File: src/rtl/div_seq_s42u16.sv
// Iterative restoring divider: signed ASIZE-bit dividend / unsigned BSIZE-bit divisor -> saturated signed quotient.
// Optional build macro DIV_ROUND_NEAREST_EN: round half away from zero instead of truncating.
//
// state | meaning
// IDLE  | waiting for operands, in_ready=1
// CALC  | one restoring step per cycle, ASIZE steps
// FIX   | apply sign, rounding, saturation and flags to the result registers
// DONE  | result held with out_valid=1 until consumed
module div_seq_s42u16 #(
  parameter int ASIZE = 42,
  parameter int BSIZE = 16,
  parameter int QSIZE = 26
) (
  input  logic             clk,
  input  logic             rst_n,
  input  logic             ce,
  input  logic             in_valid,
  output logic             in_ready,
  input  logic [ASIZE-1:0] a,
  input  logic [BSIZE-1:0] b,
  output logic             out_valid,
  input  logic             out_ready,
  output logic [QSIZE-1:0] q,
  output logic [BSIZE:0]   r,
  output logic             ovf,
  output logic             dz
);

  localparam int CW = $clog2(ASIZE);
  localparam logic [ASIZE:0]   QPOS_LIM = (ASIZE+1)'((64'd1 << (QSIZE-1)) - 64'd1);
  localparam logic [ASIZE:0]   QNEG_LIM = (ASIZE+1)'(64'd1 << (QSIZE-1));
  localparam logic [QSIZE-1:0] Q_MAX    = {1'b0, {(QSIZE-1){1'b1}}};
  localparam logic [QSIZE-1:0] Q_MIN    = {1'b1, {(QSIZE-1){1'b0}}};

  typedef enum logic [1:0] {S_IDLE, S_CALC, S_FIX, S_DONE} state_t;

  state_t             state_q, state_d;
  logic [CW-1:0]      cnt_q, cnt_d;
  logic [ASIZE-1:0]   acc_q, acc_d;
  logic [BSIZE-1:0]   rem_q, rem_d;
  logic [BSIZE-1:0]   div_q, div_d;
  logic               neg_q, neg_d;
  logic               bz_q, bz_d;
  logic [QSIZE-1:0]   q_q, q_d;
  logic [BSIZE:0]     r_q, r_d;
  logic               ovf_q, ovf_d;
  logic               dz_q, dz_d;

  logic [ASIZE-1:0]   a_mag;
  logic [BSIZE:0]     partial;
  logic [BSIZE:0]     diff;
  logic               step_ge;
  logic [ASIZE:0]     qmag;

  assign in_ready  = (state_q == S_IDLE);
  assign out_valid = (state_q == S_DONE);
  assign q   = q_q;
  assign r   = r_q;
  assign ovf = ovf_q;
  assign dz  = dz_q;

  // Most negative dividend maps to 2^(ASIZE-1), which still fits the unsigned magnitude.
  assign a_mag   = a[ASIZE-1] ? (~a + ASIZE'(1)) : a;
  assign partial = {rem_q, acc_q[ASIZE-1]};
  assign step_ge = (partial >= {1'b0, div_q});
  assign diff    = partial - {1'b0, div_q};

`ifdef DIV_ROUND_NEAREST_EN
  logic round_up;
  assign round_up = ({rem_q, 1'b0} >= {1'b0, div_q});
  assign qmag     = {1'b0, acc_q} + {{ASIZE{1'b0}}, round_up};
`else
  assign qmag     = {1'b0, acc_q};
`endif

  always_comb begin
    state_d = state_q;
    cnt_d   = cnt_q;
    acc_d   = acc_q;
    rem_d   = rem_q;
    div_d   = div_q;
    neg_d   = neg_q;
    bz_d    = bz_q;
    q_d     = q_q;
    r_d     = r_q;
    ovf_d   = ovf_q;
    dz_d    = dz_q;
    case (state_q)
      S_IDLE: begin
        if (in_valid) begin
          state_d = S_CALC;
          cnt_d   = CW'(ASIZE-1);
          acc_d   = a_mag;
          rem_d   = '0;
          div_d   = b;
          neg_d   = a[ASIZE-1];
          bz_d    = (b == '0);
          ovf_d   = 1'b0;
          dz_d    = 1'b0;
        end
      end
      S_CALC: begin
        // A zero divisor idles the datapath but still walks the counter, so latency is uniform.
        if (!bz_q) begin
          acc_d = {acc_q[ASIZE-2:0], step_ge};
          rem_d = step_ge ? diff[BSIZE-1:0] : partial[BSIZE-1:0];
        end
        if (cnt_q == '0) state_d = S_FIX;
        else             cnt_d   = cnt_q - CW'(1);
      end
      S_FIX: begin
        state_d = S_DONE;
        ovf_d   = 1'b0;
        dz_d    = 1'b0;
        if (bz_q) begin
          q_d  = neg_q ? Q_MIN : Q_MAX;
          r_d  = '0;
          dz_d = 1'b1;
        end else begin
          r_d = neg_q ? (~{1'b0, rem_q} + (BSIZE+1)'(1)) : {1'b0, rem_q};
          if (!neg_q) begin
            if (qmag > QPOS_LIM) begin
              q_d   = Q_MAX;
              ovf_d = 1'b1;
            end else begin
              q_d = qmag[QSIZE-1:0];
            end
          end else if (qmag > QNEG_LIM) begin
            q_d   = Q_MIN;
            ovf_d = 1'b1;
          end else begin
            q_d = ~qmag[QSIZE-1:0] + QSIZE'(1);
          end
        end
      end
      S_DONE: begin
        if (out_ready) state_d = S_IDLE;
      end
      default: state_d = S_IDLE;
    endcase
  end

  always_ff @(posedge clk or negedge rst_n) begin
    if (!rst_n) begin
      state_q <= S_IDLE;
      cnt_q   <= '0;
      acc_q   <= '0;
      rem_q   <= '0;
      div_q   <= '0;
      neg_q   <= 1'b0;
      bz_q    <= 1'b0;
      q_q     <= '0;
      r_q     <= '0;
      ovf_q   <= 1'b0;
      dz_q    <= 1'b0;
    end else if (ce) begin
      state_q <= state_d;
      cnt_q   <= cnt_d;
      acc_q   <= acc_d;
      rem_q   <= rem_d;
      div_q   <= div_d;
      neg_q   <= neg_d;
      bz_q    <= bz_d;
      q_q     <= q_d;
      r_q     <= r_d;
      ovf_q   <= ovf_d;
      dz_q    <= dz_d;
    end
  end

endmodule
File: config.mk
export PLATFORM = sky130hd
export DESIGN_NAME = div_seq_s42u16
export DESIGN_NICKNAME = d
export VERILOG_FILES = /design/src/rtl/div_seq_s42u16.sv
export SDC_FILE = /design/constraint.sdc
export NUM_CORES = 1
export LEC_CHECK = 0
export CORE_MARGIN = 8
export CORE_UTILIZATION = 50
export CTS_CLUSTER_DIAMETER = 150
export DETAILED_ROUTE_END_ITERATION = 16
export PLACE_DENSITY = 0.85
export SETUP_SLACK_MARGIN = 0.05
export SKIP_CTS_REPAIR_TIMING = 1
export SLEW_MARGIN = 15
export SYNTH_ARGS = -nofsm -noshare
export SYNTH_HDL_FRONTEND = slang
export SYNTH_SLANG_ARGS = --single-unit
File: constraint.sdc
create_clock -name clk -period 2.82 [get_ports clk]
set_clock_uncertainty 0.1 [all_clocks]
set_input_delay 0.564 -clock clk [delete_from_list [all_inputs] [get_ports clk]]
set_output_delay 0.564 -clock clk [all_outputs]
set_load 0.005 [all_outputs]
# Word level (Yosys, flattened, before mapping)
# Index checks and enable logic that the tools add are counted.
# Widths: inputs -> output; s select.
# totals
latchBits	0
rom_bits	0
n_memories	0
reg_bits	129
ram_bits	0
# op_classes
bitwise	3
div	0
n_reduce_logical	11
n_mux	30
shift	0
n_mul	0
order_cmp	3
n_addsub	5
n_eq_ne	8
# op_table
cell	n
$mux 26	5
$mux 42	3
$pmux 42 s2	1
$mux 16	3
$add 42x1->42 const B	1
$gt 42x25->1 const B	1
$gt 42x26->1 const B	1
$not 42->42	1
$mux 17	2
$pmux 16 s2	1
$add 26x1->26 const B	1
$not 26->26	1
$add 17x1->17 const B	1
$ge 17x16->1	1
$not 16->17	1
$logic_not 16->1	1
$sub 16x16->16	1
$mux 6	2
$pmux 6 s2	1
$reduce_and 4->1	3
$ne 2x2->1 const B	4
$pmux 2 s4	1
$logic_not 6->1	1
$mux 1	6
10 further kinds	16

# Depth between registers and ports, before layout
# depth
word_depth	5
ltp_mapped	11
mapped_depth_nobuf	11

# Worst setup path before layout
# No wires, ideal clock.
# synth_path
kind	reg2reg
startpoint	register acc_q[1]
endpoint	register q_q[19], in the netlist q[19]
arrival_time_ns	2.749
n_path_buf	2
t_required_ns	2.638
setup_time_ns	0.082
path_stages_with_launch	12
path_slack_ns	-0.111
period_less_slack_ns	2.931
path_cell_list	dfrtp_1 inv_1 ha_1 or3b_1 or3_1 clkbuf_1 o41a_1 or2_1 buf_6 o41ai_2 nand2_1 a31oi_1
# synth_between
elab_chain_len	5
elab_cells_between_ends	8
classes_between	add/sub: 1; order compare: 2; mux: 4; bitwise: 1
# synth_rtl
item	line_no	text
from (decl)	39	logic [ASIZE-1:0] acc_q, acc_d;
from (signal assigned)	147	acc_q <= '0;
from (signal assigned)	159	acc_q <= acc_d;
$not 26->26	132	q_d = ~qmag[QSIZE-1:0] + QSIZE'(1);
$add 26x1->26	132	
$mux 26	128	end else if (qmag > QNEG_LIM) begin
$mux 26 *	121	if (!neg_q) begin
$mux 26 *	115	if (bz_q) begin
to (signal assigned)	164	q_q <= q_d;
to (decl)	44	logic [QSIZE-1:0] q_q, q_d;
# Mark *: on every way between the ends. The rest lies on a longest branch, timed or not.
# A chain may end at the register's enable or synchronous reset.

# Final worst setup path
# layout_path
startpoint	register acc_q[11]
endpoint	register q_q[4], in the netlist q[4]
# layout_between
elab_chain_len	4
elab_cells_between_ends	6
classes_between	order compare: 2; mux: 4
# layout_rtl
item	line_no
$gt 42x25->1 or $gt 42x26->1 (tied branches)	122, 128
$mux 26 (on tied branches)	122, 128
$mux 26 *	121
$mux 26 *	115
# Marked as above.

==> impl_metrics.yaml <==
run_status:
  outcome: "finished, violations left"
  violations: "DRC, hold timing"
routing:
  ant_nets: 0
  viasPerCell: 6.146
  wl_per_cell_um: 18.59
  drtPass1Iterations: 11
  vias: 8353
  wl_um: 25270
  first_iter_violations: 764
  drc: 4
cts:
  cts_tree: "built"
  cts_num_sinks: 129
  clk_latency_ps: 430
  cts-root-buf: "clkbuf_16"
  numCtsBuffers: 17
  path_clk_slew_ps: 60
  cts_max_level: 4
  cts_max_path_buffers: 2
sta:
  maxSlewViolCount: 0
  setup_viol: 0
  hold_viol_final: 1
  tightestPinTransition_ps: 768.4
  hold_slack_ps: -1.340
  relSlewSlack: 0.4838
  max_freq_mhz: 355.7
  setup_ws_ps: 8.263
  grt_setup_unrepaired: "true"
  timing.final.crit_share: 0.9971
  layout_min_cycle_time_ps: 2812
floorplan:
  initial_core_util: 0.5052
  ioPinCount: 110
  row_count: 47
  fp.coreArea_sq_um: 16410
  die_area_sq_um: 20950
  die_h_um: 144.8
  fp.dieW_um: 144.8
global_routing:
  grt_usage: 0.2381
  antenna_found_initial: 0
  grt_overflow_total: 0
  grt_pass1_wl_um: 39340
  grt_pass1_vias: 7846
  met2_usage: 0.3788
  grt_util_met3: 0.05282
  grt_start_max_net_pins: 48
  grt_most_used_layer: "met2"
  met1_usage: 0.3065
critical_path:
  crit_path_top_delay_cell: "or4_4"
  reg2reg_from: "acc_q[11]"
  r2r_slack_ps: 8
  crit_type: "flip-flop to flip-flop"
  cp-end-kind: "flip-flop"
  cp-startpoint: "acc_q[11]"
  startpoint_type: "flip-flop"
  crit_chain: "or4_4 -> or4b_4 -> o41a_1 -> buf_6 -> nor2_4 -> buf_4 -> a31oi_1 -> nor2_1 -> o22a_1"
  slowest_delay_ps: 540
  r2r_cells: 9
  cp-endpoint: "q[4]"
  path_max_fanout: 9
  worstPathArrival_ps: 3080
  rr_endpoint: "q[4]"
  crit_required_ps: 3090
synthesis:
  async_flop_share: 1.000
  ys_ff_latch: 129
  synth_top_area_cell: "dfrtp_1"
  muxShareOfSynthArea: 0.04634
  synth_area_leaders: "dfrtp_1, o21ai_0, xor2_1"
  ys_warn_count: 0
  synth_top_family_by_area: "compound AO/OA/AOI/OAI gates"
  synth.avg_cell_area_sq_um: 8.753
  synth-compound-area-share: 0.2238
  yosysMostFrequentCell: "dfrtp_1"
  yosysTopAreaCellShare: 0.3894
  ys_seq_area_frac: 0.3894
  synthDistinctLibCells: 66
  synth-adder-area-share: 0.04015
  synthFlopType: "dfrtp_1"
  synthSimpleGateAreaFrac: 0.1768
  synth_edf_count: 0
  ys_top_cells_by_count: "dfrtp_1, nand2_1, o21ai_0"
  syn_nets: 1036
  netlist_area_sq_um: 8289
  synth-xor-area-share: 0.08030
  syn_inst: 947
finish:
  finalNetCount: 1215
  area_delta_synth_final_pct: 34.91
  drive_gt1_frac: 0.1782
  fin_area_sq_um: 11180
  num_antenna_cells: 0
pwr:
  p_leak_nw: 4.722
  power_density_nw_per_um2: 1156
  vdd_drop_max_mv: 0.6132
  fin_total_pwr_w: 0.01293
placement:
  gp_congestion: 0.9279
  port_buffers: 109
  hpwl_um: 18050
  place_area_sq_um: 10280
  post-place-ws_ps: -425.0
run:
  cap_viol_max_count: 0
worst_hold_path:
  min_path_type: "input pin to asynchronous set/reset pin"
==> routing by layer <==
layer  vias to the layer above  wire (um)
met5                         -          0
met4                         0        830
met3                        72       2132
met2                       436      11780
met1                      4005      10520
li1                       3840          -
==> worst max-delay path, delay by kind of cell, from the launching register on <==
| kind | cells | cell delay, ps |
|---|---|---|
| simple gates | 4 | 1310 |
| compound gates | 3 | 620 |
| flops | 1 | 380 |
| buf+inv | 2 | 320 |
==> worst min path at each step <==
stage | startpoint | endpoint | slack [ps] | cells past startpoint
6_report | rst_n | div_q[12] | -1 | 1
5_1_grt | rst_n | div_q[12] | 40 | 1
4_1_cts | rst_n | div_q[12] | 20 | 1
3_5_place_dp | r[9] | r[9] | 370 | 2
3_3_place_gp | q[1] | q[1] | 360 | 2
2_1_floorplan | rst_n | acc_q[0] | 170 | 0
==> per-stage QoR <==
stage	util	setup TNS (ps)	instances
2_1_floorplan	-	-153.1	947
6_report	0.6816	0	1359
3_3_place_gp	0.6268	-3903	1323
3_5_place_dp	0.6268	-5481	1323
4_1_cts	0.6638	-515.6	1355
5_1_grt	0.6816	-777.9	1359
==> sequential cells by signal, summed over array words and instances (netlist names) <==
signal / cells
bz_q: 1
acc_q: 42
neg_q: 1
rem_q: 16
q: 26
ovf: 1
state_q: 2
r: 17
dz: 1
cnt_q: 6
div_q: 16
==> where the power goes <==
part           switching (W)  total (W)  internal (W)
Sequential          0.000810    0.00352       0.00271
Combinational        0.00376    0.00714       0.00339
Clock               0.000811    0.00227       0.00146
Total                0.00538     0.0129       0.00755
==> placed cells by master, fill, tap and decap left out, drive strengths merged, types with 26 or more instances in the layout <==
cell type      synthesis  final
dfrtp                129    129
clkdlybuf4s50          0    107
buf                    8    107
o21ai                102    102
nand2                100    100
nor2                  56     56
xor2                  46     46
a21oi                 45     45
inv                   38     38
xnor2                 30     30
o31ai                 29     29
o22ai                 26     26
==> final cells by class <==
cell class / count / area (sq um)
fill: 1196 / 5224
clock inverter: 9 / 130.1
clock buffer: 23 / 478.0
tap: 220 / 275.3
sequential: 129 / 3228
timing repair buffer: 215 / 1977
multi-input combinational: 725 / 4952
inverter: 38 / 142.6
==> cells by family (layout without fill, tap and decap cells) <==
| group | Yosys count | in the layout |
|---|---|---|
| and+or+nand+nor | 295 | 295 |
| AOI/OAI and AO/OA | 292 | 292 |
| DFF | 129 | 129 |
| buffers and inverters | 93 | 285 |
| xor gates and xnor gates | 76 | 76 |
| muxes | 36 | 36 |
| adders and majority gates | 26 | 26 |
(Power assumes the default switching activity.)
